File: src/rtl/riscv_pkg.sv
// rtl/riscv_pkg.sv - shared RV32I constants, control bundle type and input sanitisation helpers
package riscv_pkg;

    localparam int XLEN_DEF       = 32;
    localparam int REG_ADDR_W_DEF = 5;

    localparam logic [6:0] OPC_R      = 7'b0110011;
    localparam logic [6:0] OPC_LOAD   = 7'b0000011;
    localparam logic [6:0] OPC_STORE  = 7'b0100011;
    localparam logic [6:0] OPC_OPIMM  = 7'b0010011;
    localparam logic [6:0] OPC_BRANCH = 7'b1100011;

    localparam logic [1:0] ALUOP_ADD    = 2'b00;
    localparam logic [1:0] ALUOP_BRANCH = 2'b01;
    localparam logic [1:0] ALUOP_RTYPE  = 2'b10;
    localparam logic [1:0] ALUOP_ITYPE  = 2'b11;

    localparam logic [1:0] ALUSRC_REG  = 2'b00;
    localparam logic [1:0] ALUSRC_IMM  = 2'b01;
    localparam logic [1:0] ALUSRC_PC   = 2'b10;
    localparam logic [1:0] ALUSRC_RSVD = 2'b11;

    typedef struct packed {
        logic       reg_write;
        logic [1:0] alu_op;
        logic       mem_read;
        logic       mem_write;
        logic       mem_to_reg;
        logic       is_branch;
        logic [1:0] alu_src;
    } ctrl_t;

    localparam ctrl_t CTRL_NOP = '0;

    // The decoder can float its outputs while select_control_unit is low; only a clean 1 counts.
    function automatic logic strict_one(input logic b);
        return (b === 1'b1);
    endfunction

    function automatic ctrl_t sanitize_ctrl(input ctrl_t c);
        ctrl_t s;
        s.reg_write  = strict_one(c.reg_write);
        s.alu_op     = {strict_one(c.alu_op[1]), strict_one(c.alu_op[0])};
        s.mem_read   = strict_one(c.mem_read);
        s.mem_write  = strict_one(c.mem_write);
        s.mem_to_reg = strict_one(c.mem_to_reg);
        s.is_branch  = strict_one(c.is_branch);
        s.alu_src    = {strict_one(c.alu_src[1]), strict_one(c.alu_src[0])};
        return s;
    endfunction

endpackage

File: src/rtl/load_use_detect.sv
// rtl/load_use_detect.sv - combinational load-use hazard compare between EX load and ID sources
module load_use_detect #(
    parameter int REG_ADDR_W = 5
) (
    input  logic                  ex_valid,
    input  logic                  ex_mem_read,
    input  logic [REG_ADDR_W-1:0] ex_rd,
    input  logic [REG_ADDR_W-1:0] id_rs1,
    input  logic [REG_ADDR_W-1:0] id_rs2,
    output logic                  stall
);

    // rs2 is compared even for instructions that do not read it; the extra stall is harmless.
    assign stall = ex_valid && ex_mem_read && (ex_rd != '0)
                   && ((ex_rd == id_rs1) || (ex_rd == id_rs2));

endmodule

File: src/rtl/id_ex_reg.sv
// rtl/id_ex_reg.sv - ID/EX pipeline register with load-use stall; ID_EX_PERF_CNT_EN adds bubble/flush counters
module id_ex_reg
    import riscv_pkg::*;
#(
    parameter int XLEN       = XLEN_DEF,
    parameter int REG_ADDR_W = REG_ADDR_W_DEF
) (
    input  logic                  clk,
    input  logic                  rst,
    input  logic                  id_reg_write,
    input  logic [1:0]            id_alu_op,
    input  logic                  id_mem_read,
    input  logic                  id_mem_write,
    input  logic                  id_mem_to_reg,
    input  logic                  id_is_branch,
    input  logic [1:0]            id_alu_src,
    input  logic [XLEN-1:0]       id_pc,
    input  logic [XLEN-1:0]       id_rs1_data,
    input  logic [XLEN-1:0]       id_rs2_data,
    input  logic [XLEN-1:0]       id_imm,
    input  logic [REG_ADDR_W-1:0] id_rs1,
    input  logic [REG_ADDR_W-1:0] id_rs2,
    input  logic [REG_ADDR_W-1:0] id_rd,
    input  logic [3:0]            id_funct,
    input  logic                  hold,
    input  logic                  flush,
    output logic                  hazard_stall,
    output logic                  ex_valid,
    output logic                  ex_reg_write,
    output logic [1:0]            ex_alu_op,
    output logic                  ex_mem_read,
    output logic                  ex_mem_write,
    output logic                  ex_mem_to_reg,
    output logic                  ex_is_branch,
    output logic [1:0]            ex_alu_src,
    output logic [XLEN-1:0]       ex_pc,
    output logic [XLEN-1:0]       ex_rs1_data,
    output logic [XLEN-1:0]       ex_rs2_data,
    output logic [XLEN-1:0]       ex_imm,
    output logic [REG_ADDR_W-1:0] ex_rs1,
    output logic [REG_ADDR_W-1:0] ex_rs2,
    output logic [REG_ADDR_W-1:0] ex_rd,
    output logic [3:0]            ex_funct
`ifdef ID_EX_PERF_CNT_EN
    ,
    output logic [31:0]           perf_bubbles,
    output logic [31:0]           perf_flushes
`endif
);

    ctrl_t                  ctrl_q, ctrl_d, id_ctrl;
    logic                   valid_q, valid_d;
    logic [XLEN-1:0]        pc_q, pc_d, rs1_data_q, rs1_data_d;
    logic [XLEN-1:0]        rs2_data_q, rs2_data_d, imm_q, imm_d;
    logic [REG_ADDR_W-1:0]  rs1_q, rs1_d, rs2_q, rs2_d, rd_q, rd_d;
    logic [3:0]             funct_q, funct_d;
    logic                   kill;

    load_use_detect #(.REG_ADDR_W(REG_ADDR_W)) u_load_use_detect (
        .ex_valid    (valid_q),
        .ex_mem_read (ctrl_q.mem_read),
        .ex_rd       (rd_q),
        .id_rs1      (id_rs1),
        .id_rs2      (id_rs2),
        .stall       (hazard_stall)
    );

    assign id_ctrl = sanitize_ctrl('{id_reg_write, id_alu_op, id_mem_read, id_mem_write,
                                     id_mem_to_reg, id_is_branch, id_alu_src});

    // flush beats hold; a load-use bubble only happens when not held.
    assign kill = flush || (!hold && hazard_stall);

    always_comb begin
        ctrl_d     = ctrl_q;
        valid_d    = valid_q;
        pc_d       = pc_q;
        rs1_data_d = rs1_data_q;
        rs2_data_d = rs2_data_q;
        imm_d      = imm_q;
        rs1_d      = rs1_q;
        rs2_d      = rs2_q;
        rd_d       = rd_q;
        funct_d    = funct_q;
        if (kill) begin
            ctrl_d     = CTRL_NOP;
            valid_d    = 1'b0;
            pc_d       = '0;
            rs1_data_d = '0;
            rs2_data_d = '0;
            imm_d      = '0;
            rs1_d      = '0;
            rs2_d      = '0;
            rd_d       = '0;
            funct_d    = '0;
        end else if (!hold) begin
            ctrl_d     = id_ctrl;
            valid_d    = 1'b1;
            pc_d       = id_pc;
            rs1_data_d = id_rs1_data;
            rs2_data_d = id_rs2_data;
            imm_d      = id_imm;
            rs1_d      = id_rs1;
            rs2_d      = id_rs2;
            rd_d       = id_rd;
            funct_d    = id_funct;
        end
    end

    always_ff @(posedge clk or posedge rst) begin
        if (rst) begin
            ctrl_q     <= CTRL_NOP;
            valid_q    <= 1'b0;
            pc_q       <= '0;
            rs1_data_q <= '0;
            rs2_data_q <= '0;
            imm_q      <= '0;
            rs1_q      <= '0;
            rs2_q      <= '0;
            rd_q       <= '0;
            funct_q    <= '0;
        end else begin
            ctrl_q     <= ctrl_d;
            valid_q    <= valid_d;
            pc_q       <= pc_d;
            rs1_data_q <= rs1_data_d;
            rs2_data_q <= rs2_data_d;
            imm_q      <= imm_d;
            rs1_q      <= rs1_d;
            rs2_q      <= rs2_d;
            rd_q       <= rd_d;
            funct_q    <= funct_d;
        end
    end

    assign ex_valid      = valid_q;
    assign ex_reg_write  = ctrl_q.reg_write;
    assign ex_alu_op     = ctrl_q.alu_op;
    assign ex_mem_read   = ctrl_q.mem_read;
    assign ex_mem_write  = ctrl_q.mem_write;
    assign ex_mem_to_reg = ctrl_q.mem_to_reg;
    assign ex_is_branch  = ctrl_q.is_branch;
    assign ex_alu_src    = ctrl_q.alu_src;
    assign ex_pc         = pc_q;
    assign ex_rs1_data   = rs1_data_q;
    assign ex_rs2_data   = rs2_data_q;
    assign ex_imm        = imm_q;
    assign ex_rs1        = rs1_q;
    assign ex_rs2        = rs2_q;
    assign ex_rd         = rd_q;
    assign ex_funct      = funct_q;

`ifdef ID_EX_PERF_CNT_EN
    logic [31:0] perf_bubbles_q, perf_bubbles_d, perf_flushes_q, perf_flushes_d;

    always_comb begin
        perf_bubbles_d = perf_bubbles_q;
        perf_flushes_d = perf_flushes_q;
        if (hazard_stall && !flush && !hold && (perf_bubbles_q != 32'hFFFF_FFFF))
            perf_bubbles_d = perf_bubbles_q + 32'd1;
        if (flush && (perf_flushes_q != 32'hFFFF_FFFF))
            perf_flushes_d = perf_flushes_q + 32'd1;
    end

    always_ff @(posedge clk or posedge rst) begin
        if (rst) begin
            perf_bubbles_q <= '0;
            perf_flushes_q <= '0;
        end else begin
            perf_bubbles_q <= perf_bubbles_d;
            perf_flushes_q <= perf_flushes_d;
        end
    end

    assign perf_bubbles = perf_bubbles_q;
    assign perf_flushes = perf_flushes_q;
`endif

endmodule

File: config.mk
export PLATFORM = sky130hd
export DESIGN_NAME = id_ex_reg
export DESIGN_NICKNAME = d
export VERILOG_FILES = /design/src/rtl/riscv_pkg.sv /design/src/rtl/load_use_detect.sv /design/src/rtl/id_ex_reg.sv
export SDC_FILE = /design/constraint.sdc
export NUM_CORES = 1
export LEC_CHECK = 0
export CAP_MARGIN = 10
export CORE_ASPECT_RATIO = 1.5
export CORE_MARGIN = 1
export CORE_UTILIZATION = 47
export DETAILED_ROUTE_END_ITERATION = 16
export PLACE_DENSITY = 0.94
export SYNTH_ARGS = -nofsm -noshare
export SYNTH_HDL_FRONTEND = slang
export SYNTH_SLANG_ARGS = --single-unit
File: constraint.sdc
create_clock -name clk -period 13.3 [get_ports clk]
set_clock_uncertainty 0.1 [all_clocks]
set_input_delay 2.66 -clock clk [delete_from_list [all_inputs] [get_ports clk]]
set_output_delay 2.66 -clock clk [all_outputs]
set_load 0.1 [all_outputs]
Yosys cells after proc, flatten, opt, wreduce, memory -nomap -nowiden. Index checks and enable logic that the tools add are counted.

Eq/ne operators: 12. Muxes and demuxes: 20. Reduce and logical (&&, ||, !) cells: 8.

Operators with widths (number): 32-bit two-way mux (8); 5-bit two-way mux (6); 9-bit two-way mux (2); 5-bit equality test (2); 1-bit case equality test, second input constant (9); 4-bit two-way mux (2); 5-bit nonzero test (1); 1-bit logical AND (4); 1-bit logical OR (2); 1-bit two-way mux (2); 2-bit by 1-bit != test with 1-bit output, second input constant (1); 1-bit logical NOT (1).

Bits in registers: 157. Input port bits: 160. Output and inout bits: 158. Word-level logic and storage cells: 56.

Longest topological paths before layout. Gate-level depths: netlist of run 1.

Depth after elaboration: 6. Gate-level depth with buffers: 7.

Modules after synthesis. From an unflattened synthesis of run 1, not the netlist that was laid out.

Cells, all modules: 556. Area, all modules: 7024.2 sq um.

Modules (own cells, without submodules): id_ex_reg (instances 1, cells an instance 539, area each 6891.6 sq um, sequential area each 3928.8 sq um); load_use_detect (instances 1, cells an instance 17, area each 132.6 sq um, sequential area each 0.0 sq um).

Worst setup path before layout of run 1. No wires, ideal clock.

Path kind: input to output. From: input port id_rs2[4]. To: output port hazard_stall. Arrival time: 4911 ps. Data required time: 10540 ps. Setup slack: 5629 ps. Cell stages on the path: 6. Cells stage by stage: xnor2_1 -> nand3_1 -> o22ai_1 -> buf_2 -> buf_2 -> nor2b_1.

Word-level cells in the longest chain between the ends: 3.

Ends and longest elaborated chain: start: declaration (line id_ex_reg.sv:22) `input logic [REG_ADDR_W-1:0] id_rs2,`; 5-bit equality test (line load_use_detect.sv:15) `&& ((ex_rd == id_rs1) || (ex_rd == id_rs2));`; 1-bit logical OR (line load_use_detect.sv:15); 1-bit logical AND (line load_use_detect.sv:15); end: declaration (line id_ex_reg.sv:27) `output logic hazard_stall,`.

No other way between the ends.

Worst setup path after layout of run 1.
From: input port id_rs2[0]. To: output port hazard_stall.

The elaborated chain is that of the path after synthesis.

==> reports/summary.md, run 1 <==
The critical path arrival is 5.66 ns, and the worst max-slew margin expressed relative to the limit is 0.280. For the via count of the first global-routing pass, the log shows 7,578. The tools report the first-pass GRT wire length as 39,300 um. The height of the chip works out to 158 um. The total power consumption of the routed design was 1.70 mW.

Counting every instance in the synthesized netlist gives 841. The aggregate routed wire length was 25,300 um. The maximum clock frequency is 119 MHz. The floorplan has 56 rows.

The number of DRC violations after detailed routing came out at 0. The tree is rooted in a clkbuf_16. The worst-skew pair later-pin latency is 0.41 ns, and the hold violation total from the final report is 0. In the routed layout, each cell is associated on average with a via count of 6.00. The aggregate global-route resource usage is 0.299, and the die width is 106 um. Final period demand of the worst path: 8.42 ns. Placeable core region: 15,800 um2. The run gives 0.485 as the starting density of the core. For the number of H-tree branching levels, the log shows 4. Detailed routing inserted a total of 7,836 vias. A synthesized cell averages 9.08 um2.

The min-delay analysis places its worst path in the category reg2reg. The top cell type's share of synthesized area is 0.514, and the worst-case clock buffer depth is 2. The area growth from synthesis to final layout was 48.3%. Setup violations remaining at the end of the flow were counted as 0.

In this run the worst path has a maximum fanout of 59. The slowest cell on the critical path was clkdlybuf4s50_1. The tools report the post-CTS setup-driven buffer insertion count as 0. The standby leakage power is 4.40 nW, and the final cycle utilization of the critical path is 0.633.

The biggest area consumer among synthesized cells was dfrtp_1. After the first detailed-routing iteration, the DRC count stood at 571. Clock-pin slew was measured on the worst setup and hold paths at 0.07 ns.

TritonCTS built the clock tree. The average detailed-routed wire length per instance came out at 19.4 um. Setup slack on the critical path of the routed design comes to 4.88 ns. For the number of nets still failing antenna checks after routing, the log shows 0.

The number of antenna violations at the first check in global routing was 0; the full die area was 16,800 um2. The number of unique standard cell types used by synthesis was 21; the final RePlAce weighted congestion was 0.818. Fraction of the yosys area taken by sequential cells: 0.514. The flow ran to the end, and the final reports show no timing, DRC or antenna violations. The tools report the number of max-capacitance violations reported as 0. The wire-length estimate of the detail-placed layout is 16,400 um.

The number of hold buffers added after CTS is 0, and the post-cts sizing count is 0. Traced cell by cell, the critical path runs through clkdlybuf4s50_1 > xnor2_1 > nand3_1 > o22ai_4 > buf_4 > nor2b_1 > clkdlybuf4s50_1. The number of synthesized register bits was 157. STA classifies the critical path endpoint as a primary output. The number of sinks driven by the clock tree is 157. In this design, the critical path's most frequently occurring cell is clkdlybuf4s50_1.

0 antenna diodes ended up in the layout. The number of clock buffers added by TritonCTS is 17. The number of iterations in the first detailed-routing pass was 5; the highest cell delay on the worst timing path was 1.15 ns. Power spread over the standard cell area amounts to 150 nW/um2. Before CTS, the worst setup slack after placement is 4.92 ns. The cell area after synthesis is 7640 um2.

Sorting the synthesized cells by area gives the leading types as dfrtp_1 (51%), nand2_1 (11%), o221ai_1 (9.6%), a32oi_1 (7.1%), nand3_1 (5.6%). The library cells used most frequently in the layout, excluding fill and tap cells, are clkdlybuf4s50_1 (315), nand2_1 (232), dfrtp_1 (157). Summed over all failing endpoints, the final setup total negative slack is 0 ns. The pin count of the biggest net entering global routing was 107. The fraction of final layout cells sized beyond drive strength 1 was 0.0453; the count of port buffers added during placement was 317. The number of max-slew violations in the final report was 0.

The run gives 10.54 ns as the critical path required time. The path type of the worst setup path is in2out. The count of boundary I/O pins is 318, and the highest ir drop seen on vdd is 0.0000785 V. Global routing finished with a remaining overflow of 0. The net count after synthesis was 1,001. For this run, the number of Yosys warnings is 0. Setup repair after global routing left no endpoint under its margin. Leaving out fill and tap cells, the most frequent cell in the layout is clkdlybuf4s50_1. STA classifies the critical path startpoint as an input port. For this run, the post-layout net count is 1,250. For the pin with the worst max-slew slack, the measured transition is 1.08 ns.
[worst max-delay path, delay by kind of cell]
family | cells | cell delay, ns
AND/OR/NAND/NOR | 2 | 0.43
buffers and inverters | 3 | 2.19
AO/OA/AOI/OAI | 1 | 0.19
XOR/XNOR | 1 | 0.15
[metrics by stage]
stage	hold WS, ns	utilization	instance area, um2	std cells
6_report	0.395	0.719	11300	1306
5_1_grt	0.413	0.719	11300	1306
4_1_cts	0.398	0.719	11300	1306
3_5_place_dp	0.380	0.683	10800	1274
3_3_place_gp	0.372	0.683	10800	1274
2_1_floorplan	0.930	-	7640	841
[power breakdown]
| part | switching [mW] | total [mW] | internal (mW) |
|---|---|---|---|
| sequential | 0.0329 | 0.560 | 0.528 |
| clock | 0.218 | 0.467 | 0.248 |
| combinational | 0.510 | 0.678 | 0.167 |
[synthesized netlist by cell type, drive strengths merged]
cell type,count
xnor2,10
o22ai,1
dfrtp,157
nor2,2
clkbuf,73
nor3,10
a221oi,1
o21ai,62
o221ai,84
o211ai,1
nand3,86
nor2b,2
a22oi,10
buf,25
or4,1
inv,12
a32oi,62
o41ai,10
nand2,232
[final timing paths]
check,slack [ns],cells past startpoint,endpoint,from
min reg2reg,0.39,2,ex_imm[6]$_DFFE_PP0P_,ex_imm[6]$_DFFE_PP0P_
max in group asynchronous,9.05,3,ex_rs2_data[15]$_DFFE_PP0P_,rst
max reg2reg,9.89,6,ex_valid$_DFFE_PP0P_,ex_rd[3]$_DFFE_PP0P_
min,0.39,2,ex_imm[6]$_DFFE_PP0P_,ex_imm[6]$_DFFE_PP0P_
max,4.88,7,hazard_stall,id_rs2[0]
min in group asynchronous,2.67,2,ex_pc[25]$_DFFE_PP0P_,rst
[routing by layer]
metal  global-route usage  vias up  part of all wire
met4                0.165        0             0.047
met1                0.361     3761              0.38
met2                0.498      382              0.51
met5                    0        -                 0
met3               0.0609       85             0.063
li1                     -     3608                 -
[area by class of cell]
class | count | area (um2)
multi-input combinational | 574 | 3290
clock inverter | 14 | 130
clock buffer | 18 | 429
inverter | 12 | 50.0
tap | 203 | 254
fill | 1132 | 4430
sequential | 157 | 3930
timing repair buffer | 328 | 3250
[kinds of logic (layout without fill, tap and decap cells)]
logic type / after synthesis / in the layout / share of synthesized area
simple gates: 333 / 333 / 0.180
buf+inv: 110 / 372 / 0.0601
compound gates: 231 / 231 / 0.234
flops: 157 / 157 / 0.514
xor+xnor: 10 / 10 / 0.0115
Note: power is estimated with default switching activity, not from simulation.
==> run 2, diff against run 1 <==
- CORE_UTILIZATION: 47 -> 39
- PLACE_DENSITY: 0.94 -> 0.84
- clock period: 13.3 -> 7.6 ns (I/O delays scaled with it)
==> reports/summary.md, run 2 (same netlist as run 1, synthesis figures left out) <==
Relative to the synthesized area, the layout overhead comes to 49.3%. The first-pass GRT wire length is 39,500 um, and the routed length on met3 is 1700 um. The buffers plus inverters on the worst setup path works out to 2.

The library cell used most frequently in the layout, excluding fill and tap cells, is clkdlybuf4s50_1. Entering global routing, the biggest net connects 293 pins. The cell row count is 62, and the count of boundary I/O pins is 318.

The clock transition at the register clock pins on the worst setup and hold paths after CTS came out at 0.06 ns. In the final routed layout, each cell accounts on average for 18.4 um. The final cycle utilization of the critical path was 0.744; the number of fillers in the final layout was 1,654. The post-detailed-placement half-perimeter wirelength was 15,600 um; the via count of the first global-routing pass was 7,504.

Traced cell by cell, the critical path runs through clkdlybuf4s50_1 > xnor2_1 > nand3_1 > o22ai_4 > nor2b_1 > clkdlybuf4s50_1. The full die area is 20,200 um2, and the worst-skew pair later-pin latency is 0.43 ns. The number of DRC violations after detailed routing is 0, and the maximum clock frequency is 177 MHz.

After the first detailed-routing iteration, the DRC count stood at 741. Along the worst path, the maximum fanout reaches 2. The critical path is of the in2out type. Clock tree synthesis found a total of 157 sinks. The flow ran to the end, and the final reports show no timing, DRC or antenna violations. TritonCTS built the clock tree. The tools report the number of max-capacitance violations reported as 0.

The logs give 25,000 um for the aggregate routed wire length and 9780 um for the wire length on met1. The setup TNS was 0 ns; the number of max-slew violations in the final report was 0. Subtracting the final worst setup slack from the clock period gives 5.65 ns. The run gives 4 as the number of H-tree branching levels. For the worst setup path, the data arrival time is 4.03 ns. The via count normalized by instance count was 5.70; the transition time at the pin with the least slew margin was 1.36 ns.

Once placement finished, the instance area stood at 10,800 um2. The run gives 0 as the post-CTS setup-driven buffer insertion count. The largest individual stage delay along the critical path comes from the cell clkdlybuf4s50_1. For the number of buffers added by the clock tree synthesis step, the log shows 17. The largest single stage delay on the critical path is 1.21 ns.

Number of antenna violations at the first check in global routing: 0. The overall via count from detail_route came out at 7,728. Setup repair after global routing left no endpoint under its margin. In the layout the commonest cells are clkdlybuf4s50_1 (315), nand2_1 (232), dfrtp_1 (157). The cell area after layout is 11,400 um2, and the number of nets in the final layout is 1,248.

The root cell of the clock tree was clkbuf_16. The tools report the post-cts sizing count as 0. Detailed routing placed a total of 12,400 um of wire on met2. The number of antenna diodes in the final layout is 0. The height of the chip came out at 173 um. The die width is 116 um, and the standby leakage power is 4.38 nW.

The placeable core region is 19,200 um2, and the final RePlAce weighted congestion is 0.797. The tools report the launching element type of the critical path as an input port. During placement, the flow inserted port buffers numbering 317. Setup violations remaining at the end of the flow were counted as 0. The aggregate global-route resource usage was 0.253; the number of iterations in the first detailed-routing pass was 5. The fraction of final layout cells sized beyond drive strength 1 came out at 0.0418. The min-delay analysis places its worst path in the category reg2reg. The starting density of the core was 0.399. The critical path's top delay family is buffers and inverters.

The hold violation total from the final report is 0, and the total congestion overflow after global routing is 0. The run gives 5.98 ns as the critical path required time. IR analysis of the VDD net gives a maximum drop of 0.000162 V. No sink is reached through more buffers than the 2 on the longest clock path. Dividing total power by cell area gives a power density of 263 nW/um2.

The cell that appears most often on the critical path is clkdlybuf4s50_1. The number of hold buffers added after CTS was 0; the number of nets still failing antenna checks after routing was 0. The run gives 0.0952 as the worst max-slew margin expressed relative to the limit. Uppermost layer routed: met4. The tools report the endpoint type of the worst setup path as a primary output.
## run 2: final cells by class
cell class,count,area (um2),area share
clock inverters,11,120,0.0105
clock buffers,20,447,0.0392
well taps,256,320,0.0281
repair buffers,326,3250,0.285
inverters,12,50.0,0.00439
multi-input cells,574,3290,0.288
flip-flops and latches,157,3930,0.345
## run 2: path summary, 6_finish.rpt
check	start	slack [ns]	end	depth (start not counted)
hold reg to reg	ex_pc[25]$_DFFE_PP0P_	0.40	ex_pc[25]$_DFFE_PP0P_	2
setup / recovery	id_rs2[4]	1.95	hazard_stall	6
hold / removal	ex_pc[25]$_DFFE_PP0P_	0.40	ex_pc[25]$_DFFE_PP0P_	2
max in group asynchronous	rst	4.53	ex_pc[12]$_DFFE_PP0P_	3
setup reg to reg	ex_rd[3]$_DFFE_PP0P_	4.23	ex_pc[20]$_DFFE_PP0P_	6
min in group asynchronous	rst	1.61	ex_is_branch$_DFFE_PP0P_	2
## run 2: tightest hold or removal path, stage by stage, from the launching register on
cell and delay, ns:
dfrtp_1 0.34, a32oi_1 0.05, o21ai_0 0.06
## run 2: routing by layer
layer | GRT usage | vias up
li1 | - | 3599
met1 | 0.307 | 3772
met2 | 0.400 | 291
met3 | 0.0745 | 66
met4 | 0.130 | 0
met5 | 0 | -
## run 2: metrics by stage
stage           util  hold slack [ns]  total power [mW]  setup WS [ns]  std cells
2_1_floorplan      -            0.930              1.83           1.75        841
3_3_place_gp   0.566            0.373              2.17           1.88       1325
3_5_place_dp   0.566            0.383              2.18           1.93       1325
4_1_cts        0.595            0.399              3.02           1.91       1356
5_1_grt        0.595            0.419              3.11           1.81       1356
6_report       0.595            0.397              3.00           1.95       1356
## run 2: power breakdown
group          internal, mW  total, mW  switching, mW
registers             0.924      0.980         0.0565
clock network         0.488      0.835          0.347
logic                 0.293       1.18          0.889
